## src/rtl/phase_pkg.sv

```systemverilog
// Shared phase/opcode definitions and the opcode-to-control-mask decode table,
// used by the sequencer and the downstream control-signal combiner.
package phase_pkg;

    localparam int unsigned PH_W = 3;
    localparam int unsigned OP_W = 2;

    localparam logic [PH_W-1:0] PH_IDLE = 3'b000;
    localparam logic [PH_W-1:0] PH_T0   = 3'b001;
    localparam logic [PH_W-1:0] PH_T1   = 3'b010;
    localparam logic [PH_W-1:0] PH_T2   = 3'b100;

    typedef enum logic [OP_W-1:0] {
        OP_LDA = 2'b00,
        OP_LDB = 2'b01,
        OP_ADD = 2'b10,
        OP_OUT = 2'b11
    } opcode_t;

    typedef struct packed {
        logic [PH_W-1:0] ea;
        logic [PH_W-1:0] er;
        logic [PH_W-1:0] la;
        logic [PH_W-1:0] lb;
        logic [PH_W-1:0] lr;
    } ctl_masks_t;

    // Bit i of each mask is the control strobe active during phase Ti.
    function automatic ctl_masks_t decode_op(input opcode_t op);
        ctl_masks_t m;
        m = '0;
        case (op)
            OP_LDA: m.la = PH_T0;
            OP_LDB: m.lb = PH_T0;
            OP_ADD: begin
                m.lr = PH_T1;
                m.er = PH_T2;
                m.la = PH_T2;
            end
            OP_OUT: m.ea = PH_T0;
        endcase
        return m;
    endfunction

endpackage

```

## src/rtl/op_decode.sv

```systemverilog
// Combinational opcode-to-control-mask decoder.
module op_decode
    import phase_pkg::*;
(
    input  logic [OP_W-1:0] opcode_i,
    output ctl_masks_t      masks_c_o
);

    assign masks_c_o = decode_op(opcode_t'(opcode_i));

endmodule

```

## src/rtl/phase_sequencer.sv

```systemverilog
// Three-phase instruction sequencer: issues T0/T1/T2 timing phases with
// per-phase control masks, supports hold, abort and back-to-back issue.
module phase_sequencer
    import phase_pkg::*;
#(
    parameter int unsigned CNT_W = 8
) (
    input  logic             clk,
    input  logic             rst_n,
    input  logic             start,
    input  logic [OP_W-1:0]  opcode,
    input  logic             hold,
    input  logic             abort,
    output logic [PH_W-1:0]  pla,
    output logic [PH_W-1:0]  Ea,
    output logic [PH_W-1:0]  Er,
    output logic [PH_W-1:0]  La,
    output logic [PH_W-1:0]  Lb,
    output logic [PH_W-1:0]  Lr,
    output logic             busy,
    output logic             done,
    output logic [CNT_W-1:0] icount
);

    // State encoding equals the one-hot phase so pla is the state register.
    typedef enum logic [PH_W-1:0] {
        S_IDLE = PH_IDLE,
        S_T0   = PH_T0,
        S_T1   = PH_T1,
        S_T2   = PH_T2
    } state_t;

    state_t             state_q, state_d;
    ctl_masks_t         masks_q, masks_d;
    ctl_masks_t         dec_masks_c;
    logic               done_q, done_d;
    logic               busy_q, busy_d;
    logic [CNT_W-1:0]   icount_q, icount_d;

    op_decode u_op_decode (
        .opcode_i  (opcode),
        .masks_c_o (dec_masks_c)
    );

    always_ff @(posedge clk or negedge rst_n) begin
        if (!rst_n) begin
            state_q  <= S_IDLE;
            masks_q  <= '0;
            done_q   <= 1'b0;
            busy_q   <= 1'b0;
            icount_q <= '0;
        end else begin
            state_q  <= state_d;
            masks_q  <= masks_d;
            done_q   <= done_d;
            busy_q   <= busy_d;
            icount_q <= icount_d;
        end
    end

    // Abort beats hold beats normal sequencing; hold freezes everything incl. done.
    always_comb begin
        state_d  = state_q;
        masks_d  = masks_q;
        done_d   = 1'b0;
        icount_d = icount_q;
        if (abort && (state_q != S_IDLE)) begin
            state_d = S_IDLE;
            masks_d = '0;
        end else if (hold) begin
            done_d = done_q;
        end else begin
            case (state_q)
                S_IDLE: begin
                    if (start) begin
                        state_d = S_T0;
                        masks_d = dec_masks_c;
                    end
                end
                S_T0: state_d = S_T1;
                S_T1: state_d = S_T2;
                S_T2: begin
                    done_d   = 1'b1;
                    icount_d = icount_q + CNT_W'(1);
                    if (start) begin
                        state_d = S_T0;
                        masks_d = dec_masks_c;
                    end else begin
                        state_d = S_IDLE;
                        masks_d = '0;
                    end
                end
                default: begin
                    state_d = S_IDLE;
                    masks_d = '0;
                end
            endcase
        end
        busy_d = |state_d;
    end

    assign pla    = state_q;
    assign Ea     = masks_q.ea;
    assign Er     = masks_q.er;
    assign La     = masks_q.la;
    assign Lb     = masks_q.lb;
    assign Lr     = masks_q.lr;
    assign busy   = busy_q;
    assign done   = done_q;
    assign icount = icount_q;

endmodule
```

## config.mk

```make
export PLATFORM = sky130hd
export DESIGN_NAME = phase_sequencer
export DESIGN_NICKNAME = d
export VERILOG_FILES = /design/src/rtl/phase_pkg.sv /design/src/rtl/op_decode.sv /design/src/rtl/phase_sequencer.sv
export SDC_FILE = /design/constraint.sdc
export NUM_CORES = 1
export LEC_CHECK = 0
export ABC_AREA = 1
export CORE_MARGIN = 8
export CORE_UTILIZATION = 44
export DETAILED_ROUTE_END_ITERATION = 10
export PLACE_DENSITY = 0.86
export RECOVER_POWER = 100
export SLEW_MARGIN = 30
export SYNTH_ARGS = -nofsm -noshare
export SYNTH_HDL_FRONTEND = slang
export SYNTH_SLANG_ARGS = --single-unit
```

## constraint.sdc

```tcl
create_clock -name clk -period 1.6 [get_ports clk]
set_input_delay 0.32 -clock clk [delete_from_list [all_inputs] [get_ports clk]]
set_output_delay 0.32 -clock clk [all_outputs]
set_load 0.01 [all_outputs]
```

**After elaboration in Yosys (flattened, before gate mapping)**

Index checks and enable logic that the tools add are counted.

- $add $sub $neg: 1
- Multiply operators: 0
- Div/mod/pow operators: 0
- Order comparisons: 0
- Equality and inequality tests: 9
- Shifts and indexed selects: 0
- Multiplexer cells: 18
- Bitwise gates (word level): 2
- Reduce and logical (&&, ||, !) cells: 8

Operator list:

| kind | count |
|---|---|
| 15-bit 2-to-1 mux | 4 |
| 15-bit one-hot mux with 3 select lines | 1 |
| 3-bit 2-to-1 mux | 4 |
| 3-bit one-hot mux with 4 select lines | 1 |
| 8-bit by 1-bit adder with 8-bit output, second input constant | 1 |
| 1-bit 2-to-1 mux | 6 |
| 3-bit one-hot mux with 2 select lines | 1 |
| 3-bit AND reduction | 2 |
| 2-bit equality test, second input constant | 2 |
| 2-bit by 1-bit inequality test with 1-bit output, second input constant | 2 |
| 3-bit by 1-bit equality test with 1-bit output, second input constant | 1 |
| 3-bit by 2-bit equality test with 1-bit output, second input constant | 1 |
| 3-bit equality test, second input constant | 1 |
| 3-bit logical NOT | 1 |
| 3-bit inequality test, second input constant | 1 |
| 3-bit nonzero test | 1 |
| 3-bit OR reduction | 1 |
| 2-bit by 1-bit equality test with 1-bit output, second input constant | 1 |
| 2-bit logical NOT | 1 |
| 2-bit 2-to-1 mux | 1 |
| 1-bit NOT | 2 |
| 2-bit OR reduction | 1 |
| 1-bit logical AND | 1 |

- Bits in registers: 28
- Latch bits: 0
- RAM bits: 0
- Bits in read-only memories: 0
- Input port bits: 7
- Output and inout bits: 28
- Logic and storage cells: 47
- Memories kept: 0

**Depth between registers and ports, before layout**

Gate-level depths: netlist of the first run.

- Depth in word-level cells: 6
- Gate-level depth with buffers: 6
- Mapped depth without buffers: 6

**By module**

From an unflattened synthesis of the first run, not the netlist that was laid out.

- Cell total of the unflattened synthesis: 237
- Area total of the unflattened synthesis: 1765.4 um^2

By module, submodules not included:

| module | times used | cells an instance | area each (um^2) | seq. area each (um^2) |
|---|---|---|---|---|
| phase_sequencer | 1 | 218 | 1652.8 | 700.7 |
| op_decode | 1 | 19 | 112.6 | 0.0 |

**Worst setup path after synthesis of the first run**

No wires, ideal clock.

- Path kind: register to register
- Start point: reg state_q[1] (netlist: pla[1])
- End point: reg icount_q[5] (netlist: icount[5])
- Library setup time: 117 ps
- Data arrival time: 1077 ps
- Required time: 1483 ps
- Path slack: 406 ps
- Cell stages (with the launch flop): 7
- Path buffers: 0
- Period minus slack after synthesis: 1194 ps
- Cells stage by stage: dfrtp_1 > nor2_8 > nand4_4 > inv_1 > nand2_1 > nand2_1 > nand2_1

- Cells in the longest elaborated chain, start to end: 4
- Elaborated cells on any way between the ends: 5
- Those cells by class: 1 x eq/ne; 1 x bitwise; 3 x reduce/logical

RTL lines:

| element | line | text |
|---|---|---|
| start: declaration | phase_sequencer.sv:33 | `state_t state_q, state_d;` |
| start signal: assignment | phase_sequencer.sv:53 | `state_q <= state_d;` |
| 3-bit nonzero test | phase_sequencer.sv:67 | `if (abort && (state_q != S_IDLE)) begin` |
| 1-bit logical AND | phase_sequencer.sv:67 |  |
| 1-bit NOT (no line) | n/a |  |
| 3-bit AND reduction (no line) (*) | n/a |  |
| end signal: assignment | phase_sequencer.sv:57 | `icount_q <= icount_d;` |
| end: declaration | phase_sequencer.sv:38 | `logic [CNT_W-1:0] icount_q, icount_d;` |

Every way passes the cells marked *; elsewhere a longest branch is shown, timed or not.
A chain may end at the register's enable or synchronous reset.

**Final worst setup path of the first run**

- Start point: reg icount_q[4] (netlist: icount[4])
- End point: out icount[4]

RTL lines:

| element | line | text |
|---|---|---|
| end: declaration | phase_sequencer.sv:22 | `output logic [CNT_W-1:0] icount` |

No word-level cell between the ends.

==> results of run 1 <==
## cells by family after synthesis
group / count (synthesis) / synth area share, %
AOI/OAI and AO/OA: 9 / 6.85
xor gates and xnor gates: 4 / 3.55
adders and majority gates: 1 / 1.27
buffers and inverters: 24 / 14.1
DFF: 17 / 43.1
other: 1 / 0.380
and+or+nand+nor: 61 / 30.7
## flip-flops by register name, indices dropped and copies added (netlist names)
name	flops
busy	1
La	2
icount	8
Ea	1
Lb	1
pla	3
done	1
## timing repair
| item | in CTS | in global routing |
|---|---|---|
| buffers inserted | 4 | 2 |
| resized for setup | 5 | 4 |
| gates cloned | 0 | 0 |
| setup endpoints to repair | 6 | 6 |
| pin swaps | 0 | 0 |
## cells in the mapped netlist
cell type,count,area [µm²]
sky130_fd_sc_hd__nand2_1,27,101
sky130_fd_sc_hd__nand3_1,15,75.1
sky130_fd_sc_hd__o21ai_0,2,10.0
sky130_fd_sc_hd__nor2_8,1,20.0
sky130_fd_sc_hd__nor2_4,1,11.3
sky130_fd_sc_hd__xor2_1,3,26.3
sky130_fd_sc_hd__a21oi_1,2,10.0
sky130_fd_sc_hd__ha_1,1,12.5
sky130_fd_sc_hd__inv_1,12,45.0
sky130_fd_sc_hd__buf_6,1,11.3
sky130_fd_sc_hd__dfrtp_1,17,425
sky130_fd_sc_hd__nand3b_1,2,15.0
sky130_fd_sc_hd__nand4_4,1,21.3
sky130_fd_sc_hd__nand3_2,1,10.0
sky130_fd_sc_hd__nor2_1,13,48.8
sky130_fd_sc_hd__conb_1,1,3.75
sky130_fd_sc_hd__xnor2_1,1,8.76
sky130_fd_sc_hd__o211a_1,4,40.0
sky130_fd_sc_hd__buf_4,11,82.6
sky130_fd_sc_hd__o211ai_1,1,7.51
## layout make-up
cell class | count | area share [%]
Clock buffer | 4 | 2.02
Inverter | 12 | 3.47
Multi-Input combinational cell | 84 | 34.8
Sequential cell | 17 | 33.0
Tap cell | 28 | 2.70
Timing Repair Buffer | 35 | 24.0
## worst max-delay path by stage
| stage | startpoint | end | slack [ps] |
|---|---|---|---|
| after floorplan | pla[1]$_DFF_PN0_ | icount[5]$_DFFE_PN0P_ | 410 |
| after global placement | hold | icount[6]$_DFFE_PN0P_ | 130 |
| after detailed placement | start | Ea[0]$_DFFE_PN0P_ | 100 |
| after CTS | icount[5]$_DFFE_PN0P_ | icount[5] | 2 |
| after global routing | La[2]$_DFFE_PN0P_ | Er[2] | 1 |
| final | icount[4]$_DFFE_PN0P_ | icount[4] | 60 |
## worst register-to-register path, cell delays in order (launching register included)
cell                       delay, ps
sky130_fd_sc_hd__dfrtp_2         370
sky130_fd_sc_hd__clkbuf_1        260
sky130_fd_sc_hd__inv_1           160
sky130_fd_sc_hd__nand2_1         100
sky130_fd_sc_hd__nand2_1         100
sky130_fd_sc_hd__clkbuf_2        180
sky130_fd_sc_hd__nand3_1         110
sky130_fd_sc_hd__nand2_1          60
## power by group through the flow
stage          Clock, mW  Combinational, mW  Sequential [mW]
2_1_floorplan          0              0.255            0.631
3_3_place_gp           0              0.503            0.600
3_5_place_dp           0              0.515            0.608
4_1_cts            0.230              0.586            0.567
5_1_grt            0.251              0.628            0.576
6_report           0.224              0.564            0.564
## placed cells by master (no fill, tap or decap), drive strengths merged
| cell | netlist | routed |
|---|---|---|
| clkbuf | 0 | 8 |
| nand3b | 2 | 2 |
| a21oi | 2 | 2 |
| nand4 | 1 | 1 |
| conb | 1 | 9 |
| inv | 12 | 12 |
| xnor2 | 1 | 1 |
| o211a | 4 | 4 |
| clkdlybuf4s50 | 0 | 18 |
| dlygate4sd2 | 0 | 2 |
| clkdlybuf4s25 | 0 | 3 |
| nor2 | 15 | 15 |
| o21ai | 2 | 2 |
| buf | 12 | 6 |
| dlygate4sd3 | 0 | 1 |
| dlymetal6s2s | 0 | 1 |
| ha | 1 | 1 |
| nand3 | 16 | 16 |
| xor2 | 3 | 3 |
| o211ai | 1 | 1 |
| nand2 | 27 | 27 |
| dfrtp | 17 | 17 |
## layer usage
layer | share of wire [%] | GRT usage (%)
met2 | 48 | 18.6
met4 | 2.8 | 5.85
met1 | 41 | 12.2
met3 | 8.0 | 5.12
met5 | 0 | 0
==> flow_metrics.env, run 1 <==
export IMPL_cts_buffers_inserted=3
export IMPL_placement_io_buffers=25
export IMPL_route_vias_total=842
export IMPL_timing_fmax_ghz=0.649
export IMPL_rrSetupSlack_ps=150
export IMPL_insertedDiodeCount=0
export IMPL_drv_max_cap_violation_count=0
export IMPL_vdd_drop_max_uv=602
export IMPL_critical_path_slowest_cell="sky130_fd_sc_hd__clkdlybuf4s50_1"
export IMPL_combinationalPowerShare_pct=41.7
export IMPL_dp_cells=170
export IMPL_r2r_end="Ea[0]$_DFFE_PN0P_"
export IMPL_initial_core_util_pct=45.4
export IMPL_crit_fanout=3
export IMPL_final_worst_path_cycle_share_pct=96.3
export IMPL_critical_path_arrival_ps=1220
export IMPL_cell_row_count=17
export IMPL_cts_hold_buf=0
export IMPL_globalRoute_totalOverflow=0
export IMPL_reg2reg_from="pla[2]$_DFF_PN0_"
export IMPL_coreArea_mm2=0.00217
export IMPL_cts_tree="yes"
export IMPL_finalCoreUtilization_pct=59.9
export IMPL_ctsRootBufferMaster="sky130_fd_sc_hd__clkbuf_4"
export IMPL_cellLeakagePower_nw=0.719
export IMPL_clk_transition_reported_paths_ps=90
export IMPL_worstMarginPinSlew_ps=856
export IMPL_clock_insertion_delay_worst_skew_ps=290
export IMPL_routed_wirelength_um=2180
export IMPL_p_per_area_mw_per_mm2=1040
export IMPL_synth_cell_type_count=20
export IMPL_worst_r2r_cell_count=7
export IMPL_cp_cell_sequence="clkdlybuf4s50_1"
export IMPL_ys_warn_count=0
export IMPL_detail_route_antenna_nets=0
export IMPL_drt_initial_drc_count=15
export IMPL_critical_path_top_delay_family="buffers and inverters"
export IMPL_drt_pass1_iter_count=4
export IMPL_cp_num_buf_inv=1
export IMPL_initial_antenna_violation_count=0
export IMPL_start_to_end_type_of_the_worst_setup_path="register to primary output"
export IMPL_sequentialPowerShare_pct=41.7
export IMPL_fin_total_pwr_mw=1.35
export IMPL_clock_power_share_pct=16.6
export IMPL_timing_critical_path_to_type="primary output"
export IMPL_timing_hold_worst_start="icount[4]$_DFFE_PN0P_"
export IMPL_die_width_um=63.3
export IMPL_final_hold_violation_count=0
export IMPL_area_sequential_um2=429
export IMPL_holdWs_ps=501
export IMPL_unrepaired_setup_endpoints_after_global_routing="no"
export IMPL_final_min_clock_period_ps=1540
export IMPL_nNetsFinal=161
export IMPL_hold_path_depth=1
export IMPL_critical_path_required_ps=1280
export IMPL_worst_hold_path_type="register to register"
export IMPL_largest_net_degree_at_the_start_of_global_routing=18
export IMPL_layout_area_overhead_vs_synth_pct=31.7
export IMPL_detailed_place_area_mm2=0.00124
export IMPL_pin_count=35
export IMPL_grt_pass1_vias=842
export IMPL_grt_first_pass_wirelength_um=3780
export IMPL_clockBufferDepth=2
export IMPL_dieArea_mm2=0.00401
export IMPL_viasPerCell=4.68
export IMPL_synth_seq_cells=17
export IMPL_route_detailed_drc=0
export IMPL_wl_per_cell_um=12.1
export IMPL_cp_depth=1
export IMPL_multiInputGateArea_um2=452
export IMPL_final_max_slew_viol_count=0
export IMPL_internal_power_mw=0.872
export IMPL_critPathLaunchType="register"
export IMPL_slowest_delay_ps=550
export IMPL_post_synthesis_instance_total=117
export IMPL_clock_skew_ps=2.46
export IMPL_tns_ps=0
export IMPL_fraction_of_power_spent_switching_nets_pct=35.5
export IMPL_post_route_worst_setup_slack_ps=59.2
export IMPL_drive_gt1_share_pct=11.2
export IMPL_switching_power_mw=0.480
export IMPL_ys_seq_area_share_pct=43.1
export IMPL_finalInstanceArea_mm2=0.00130
export IMPL_dp_final_hpwl_um=1690
export IMPL_gp_congestion=0.790
export IMPL_hold_end="icount[4]$_DFFE_PN0P_"
export IMPL_die_height_um=63.3
export IMPL_run_status="finished clean"
export IMPL_synth_area_um2=986
export IMPL_setup_violations=0
export IMPL_num_fill_cells=217
export IMPL_dpl_worst_slack_ps=102
export IMPL_grt_util_all_layers_pct=11.4
export IMPL_tritoncts_sinks=17
export IMPL_htreeDepth=1
export IMPL_stdcell_count=180
export IMPL_maxSlewHeadroom_pct=42.9
export IMPL_synth_area_per_cell_um2=8.43
Power figures use the tool's default switching activity.
==> run 2, diff against run 1 <==
--- a/config.mk
+++ b/config.mk
@@ -6,9 +6,10 @@
 export NUM_CORES = 1
 export LEC_CHECK = 0
 export ABC_AREA = 1
-export CORE_MARGIN = 8
 export CORE_UTILIZATION = 44
+export CTS_CLUSTER_SIZE = 28
 export DETAILED_ROUTE_END_ITERATION = 10
+export MAX_ROUTING_LAYER = met4
 export PLACE_DENSITY = 0.86
 export RECOVER_POWER = 100
 export SLEW_MARGIN = 30
==> run 2 against run 1 <==
  * Cell count grew 1.1%
  * Utilization grew 5.3 points
  * Largest power group is now combinational logic
  * Largest cell class unchanged
  * Sequential cell count is the same
  * Global-route usage grew 7.0 points
  * Critical endpoint is now icount[0]
  * Critical path depth is the same
  * Clock skew shrank 0.51 ps
  * Worst hold slack gained 7.6 ps
  * First-iteration DRC count shrank 20%
  * Combinational power grew 12%
==> flow_metrics.env, run 2 (synthesized netlist as in run 1, its figures left out) <==
export IMPL_critical_path_slowest_cell="sky130_fd_sc_hd__clkdlybuf4s50_1"
export IMPL_nNetsFinal=164
export IMPL_cell_row_count=16
export IMPL_detail_route_antenna_nets=0
export IMPL_critical_path_required_ps=1280
export IMPL_post_route_worst_setup_slack_ps=40.6
export IMPL_timing_fmax_ghz=0.641
export IMPL_pin_count=35
export IMPL_layout_commonest_cell="sky130_fd_sc_hd__nand2_1"
export IMPL_p_per_area_mw_per_mm2=1060
export IMPL_layout_area_overhead_vs_synth_pct=34.9
export IMPL_drt_pass1_iter_count=4
export IMPL_grt_first_pass_wirelength_um=3310
export IMPL_slowest_delay_ps=560
export IMPL_worst_hold_path_type="register to register"
export IMPL_vdd_drop_max_uv=796
export IMPL_num_fill_cells=187
export IMPL_cellLeakagePower_nw=0.719
export IMPL_detailed_place_area_mm2=0.00123
export IMPL_final_worst_path_cycle_share_pct=97.5
export IMPL_placement_io_buffers=25
export IMPL_routed_wirelength_um=2010
export IMPL_dp_cells=168
export IMPL_dp_final_hpwl_um=1460
export IMPL_final_max_slew_viol_count=0
export IMPL_largest_net_degree_at_the_start_of_global_routing=18
export IMPL_htreeDepth=1
export IMPL_holdWs_ps=508
export IMPL_wl_per_cell_um=11.0
export IMPL_tritoncts_sinks=17
export IMPL_finalCoreUtilization_pct=65.1
export IMPL_grt_util_all_layers_pct=18.4
export IMPL_cts_tree="yes"
export IMPL_insertedDiodeCount=0
export IMPL_drt_initial_drc_count=12
export IMPL_coreArea_mm2=0.00204
export IMPL_finalInstanceArea_mm2=0.00133
export IMPL_cp_cell_sequence="clkdlybuf4s50_1"
export IMPL_clk_transition_reported_paths_ps=90
export IMPL_final_min_clock_period_ps=1560
export IMPL_cts_buffers_inserted=3
export IMPL_final_hold_violation_count=0
export IMPL_clock_insertion_delay_worst_skew_ps=270
export IMPL_ctsRootBufferMaster="sky130_fd_sc_hd__clkbuf_4"
export IMPL_cp_num_buf_inv=1
export IMPL_run_status="finished clean"
export IMPL_fin_total_pwr_mw=1.41
export IMPL_worstMarginPinSlew_ps=864
export IMPL_dieArea_mm2=0.00243
export IMPL_globalRoute_totalOverflow=0
export IMPL_die_height_um=49.3
export IMPL_critPathLaunchType="register"
export IMPL_gp_congestion=0.854
export IMPL_cts_hold_buf=0
export IMPL_final_cell_mix="27 x sky130_fd_sc_hd__nand2_1, 23 x sky130_fd_sc_hd__clkdlybuf4s50_1, 15 x sky130_fd_sc_hd__nand3_1"
export IMPL_tns_ps=0
export IMPL_critical_path_top_delay_family="buffers and inverters"
export IMPL_initial_antenna_violation_count=0
export IMPL_clockBufferDepth=2
export IMPL_maxSlewHeadroom_pct=42.4
export IMPL_die_width_um=49.3
export IMPL_largest_register_ff_count=8
export IMPL_crit_fanout=3
export IMPL_initial_core_util_pct=48.3
export IMPL_clock_skew_ps=1.95
export IMPL_stdcell_count=182
export IMPL_drv_max_cap_violation_count=0
export IMPL_start_to_end_type_of_the_worst_setup_path="register to primary output"
export IMPL_route_detailed_drc=0
export IMPL_grt_pass1_vias=777
export IMPL_timing_critical_path_to_type="primary output"
export IMPL_dpl_worst_slack_ps=73.9
export IMPL_viasPerCell=4.77
export IMPL_drive_gt1_share_pct=14.2
export IMPL_critical_path_arrival_ps=1240
export IMPL_setup_violations=0
export IMPL_route_vias_total=869
## run 2: changes by cell type in the layout (fill, tap and decap cells not counted), moves of 2 or more
cell and delta:
sky130_fd_sc_hd__dlygate4sd2_1 -2, sky130_fd_sc_hd__clkdlybuf4s25_1 -2, sky130_fd_sc_hd__buf_4 +6, sky130_fd_sc_hd__clkdlybuf4s50_1 +5, sky130_fd_sc_hd__clkbuf_1 -2
## run 2: power breakdown
group	switching, mW	internal (mW)	total (mW)
clock	0.115	0.0964	0.212
sequential	0.0579	0.508	0.566
combinational	0.305	0.326	0.631
total	0.478	0.931	1.41
## run 2: path summary, 6_finish.rpt
| path | start | endpoint | slack (ps) | depth (start not counted) |
|---|---|---|---|---|
| max in group asynchronous | rst_n | pla[2]$_DFF_PN0_ | 350 | 2 |
| min | icount[4]$_DFFE_PN0P_ | icount[4]$_DFFE_PN0P_ | 510 | 1 |
| max | icount[0]$_DFFE_PN0P_ | icount[0] | 40 | 1 |
| min in group asynchronous | rst_n | icount[6]$_DFFE_PN0P_ | 660 | 2 |
| min reg2reg | icount[4]$_DFFE_PN0P_ | icount[4]$_DFFE_PN0P_ | 510 | 1 |
| max reg2reg | pla[1]$_DFF_PN0_ | busy$_DFF_PN0_ | 180 | 6 |
## run 2: worst register-to-register path, delay by kind of cell (launching register included)
| kind | cells | cell delay, ps |
|---|---|---|
| buffers and inverters | 1 | 160 |
| AOI/OAI and AO/OA | 1 | 180 |
| and+or+nand+nor | 4 | 590 |
| DFF | 1 | 420 |
## run 2: cell type report
cell class,count,area (µm²),area share [%]
clock buffer,4,26.3,1.98
inverter,12,45.0,3.39
multi-input combinational,84,452,34.0
sequential,17,429,32.3
tap,27,33.8,2.54
timing repair buffer,38,344,25.9
## run 2: repair_timing
action	in CTS	in global routing
resized for setup	3	1
buffers inserted	3	7
setup endpoints to repair	4	8
## run 2: layer usage
layer | track usage [%] | vias up | part of all wire [%]
met4 | 9.80 | 0 | 1.7
met2 | 30.4 | 27 | 49
li1 | - | 437 | -
met5 | - | - | 0
met1 | 21.3 | 401 | 45
met3 | 3.12 | 4 | 4.3
==> run 3, diff against run 2 <==
--- a/config.mk
+++ b/config.mk
@@ -9,6 +9,7 @@
 export CORE_UTILIZATION = 44
 export CTS_CLUSTER_SIZE = 28
 export DETAILED_ROUTE_END_ITERATION = 10
+export GPL_TIMING_DRIVEN = 0
 export MAX_ROUTING_LAYER = met4
 export PLACE_DENSITY = 0.86
 export RECOVER_POWER = 100
==> constraint.sdc (replaced) <==
create_clock -name clk -period 1.7 [get_ports clk]
set_input_delay 0.34 -clock clk [delete_from_list [all_inputs] [get_ports clk]]
set_output_delay 0.34 -clock clk [all_outputs]
set_load 0.01 [all_outputs]
==> run 3 against run 2 <==
  * Setup slack improved by 2.5 ps
  * Critical endpoint is now Er[2]
  * Largest cell class unchanged
  * Register-to-register slack got worse by 20 ps
  * Largest power group is now sequential cells
  * Total power shrank 11%
  * Sequential power shrank 4%
==> flow_metrics.env, run 3 (synthesized netlist as in run 1, its figures left out) <==
export IMPL_tritoncts_sinks=17
export IMPL_grt_first_pass_wirelength_um=3280
export IMPL_clockBufferDepth=2
export IMPL_cts_tree="yes"
export IMPL_largest_register_ff_count=8
export IMPL_unrepaired_setup_endpoints_after_global_routing="no"
export IMPL_worst_hold_path_type="register to register"
export IMPL_insertedDiodeCount=0
export IMPL_reg2reg_from="pla[0]$_DFF_PN0_"
export IMPL_timing_hold_worst_start="icount[6]$_DFFE_PN0P_"
export IMPL_critPathLaunchType="register"
export IMPL_multiInputGateArea_um2=438
export IMPL_area_sequential_um2=429
export IMPL_setup_violations=0
export IMPL_layout_commonest_cell="sky130_fd_sc_hd__nand2_1"
export IMPL_vdd_drop_max_uv=873
export IMPL_viasPerCell=4.63
export IMPL_final_worst_path_cycle_share_pct=97.5
export IMPL_grt_pass1_vias=798
export IMPL_route_vias_total=852
export IMPL_timing_critical_path_from="La[2]$_DFFE_PN0P_"
export IMPL_final_min_clock_period_ps=1660
export IMPL_drt_pass1_iter_count=4
export IMPL_slowest_delay_ps=610
export IMPL_detail_route_antenna_nets=0
export IMPL_die_height_um=49.3
export IMPL_dp_final_hpwl_um=1490
export IMPL_finalInstanceArea_mm2=0.00133
export IMPL_clock_insertion_delay_worst_skew_ps=300
export IMPL_cts_hold_buf=0
export IMPL_run_status="finished clean"
export IMPL_pin_count=35
export IMPL_p_per_area_mw_per_mm2=943
export IMPL_worstMarginPinSlew_ps=721
export IMPL_cell_row_count=16
export IMPL_route_detailed_drc=0
export IMPL_cts_buffers_inserted=3
export IMPL_placement_io_buffers=25
export IMPL_maxSlewHeadroom_pct=51.8
export IMPL_finalCoreUtilization_pct=65.3
export IMPL_critical_path_top_delay_family="buffers and inverters"
export IMPL_cp_cell_sequence="dlygate4sd3_1"
export IMPL_drive_gt1_share_pct=15.9
export IMPL_globalRoute_totalOverflow=0
export IMPL_critical_path_arrival_ps=1320
export IMPL_timing_critical_path_to_type="primary output"
export IMPL_die_width_um=49.3
export IMPL_clock_skew_ps=2.18
export IMPL_drv_max_cap_violation_count=0
export IMPL_largest_net_degree_at_the_start_of_global_routing=18
export IMPL_cp_num_buf_inv=1
export IMPL_final_cell_mix="27 x sky130_fd_sc_hd__nand2_1, 15 x sky130_fd_sc_hd__nand3_1, 14 x sky130_fd_sc_hd__dfrtp_1, 14 x sky130_fd_sc_hd__clkdlybuf4s50_1"
export IMPL_final_hold_violation_count=0
export IMPL_wl_per_cell_um=10.5
export IMPL_initial_core_util_pct=48.3
export IMPL_critical_path_required_ps=1360
export IMPL_clk_transition_reported_paths_ps=90
export IMPL_layout_area_overhead_vs_synth_pct=35.2
export IMPL_critical_path_slowest_cell="sky130_fd_sc_hd__dlygate4sd3_1"
export IMPL_grt_util_all_layers_pct=18.1
export IMPL_drt_initial_drc_count=23
export IMPL_cellLeakagePower_nw=0.765
export IMPL_crit_fanout=4
export IMPL_gp_congestion=0.904
export IMPL_fin_total_pwr_mw=1.26
export IMPL_initial_antenna_violation_count=0
export IMPL_start_to_end_type_of_the_worst_setup_path="register to primary output"
export IMPL_routed_wirelength_um=1940
export IMPL_num_fill_cells=190
export IMPL_final_max_slew_viol_count=0
export IMPL_ctsRootBufferMaster="sky130_fd_sc_hd__clkbuf_4"
export IMPL_dieArea_mm2=0.00243
export IMPL_detailed_place_area_mm2=0.00130
export IMPL_htreeDepth=1
export IMPL_nNetsFinal=166
export IMPL_coreArea_mm2=0.00204
export IMPL_timing_fmax_ghz=0.604
[run 3: metrics by stage]
step	std cells	setup WS (ps)	setup TNS [ps]	hold WS [ps]
final	184	43.2	0	506
after floorplan	125	506	0	44.4
after global routing	184	10.2	0	530
after CTS	181	13.4	0	487
after global placement	177	16.7	0	482
after detailed placement	177	-46.0	-85.1	487
[run 3: layout make-up]
type | instances | area share, %
clock buffers | 3 | 1.69
inverters | 12 | 3.38
flip-flops and latches | 17 | 32.2
well taps | 27 | 2.54
plain buffers | 12 | 6.57
repair buffers | 28 | 20.4
clock inverters | 1 | 0.376
multi-input cells | 84 | 32.9
[run 3: final timing paths]
check,endpoint,slack (ps),depth (start not counted)
max,Er[2],40,1
min,icount[6]$_DFFE_PN0P_,510,1
max reg2reg,icount[5]$_DFFE_PN0P_,160,7
min reg2reg,icount[6]$_DFFE_PN0P_,510,1
max in group asynchronous,pla[0]$_DFF_PN0_,670,1
min in group asynchronous,icount[6]$_DFFE_PN0P_,530,1
[run 3: power breakdown]
group / switching (mW) / internal, mW / total [mW] / leakage, nW
Clock: 0.130 / 0.0878 / 0.218 / 0.0177
Combinational: 0.244 / 0.249 / 0.493 / 0.524
Sequential: 0.0677 / 0.478 / 0.546 / 0.223
Total: 0.442 / 0.815 / 1.26 / 0.765
[run 3: metal layers]
| metal | track usage (%) | up-vias | part of all wire (%) |
|---|---|---|---|
| met5 | - | - | 0 |
| met3 | 3.43 | 3 | 4.8 |
| met2 | 28.5 | 29 | 49 |
| met1 | 22.0 | 387 | 45 |
| met4 | 8.82 | 0 | 1.5 |
| li1 | - | 433 | - |
[run 3: what timing repair did]
action	CTS	global route
setup endpoints to repair	3	3
resized for setup	3	2
setup buffers	0	3
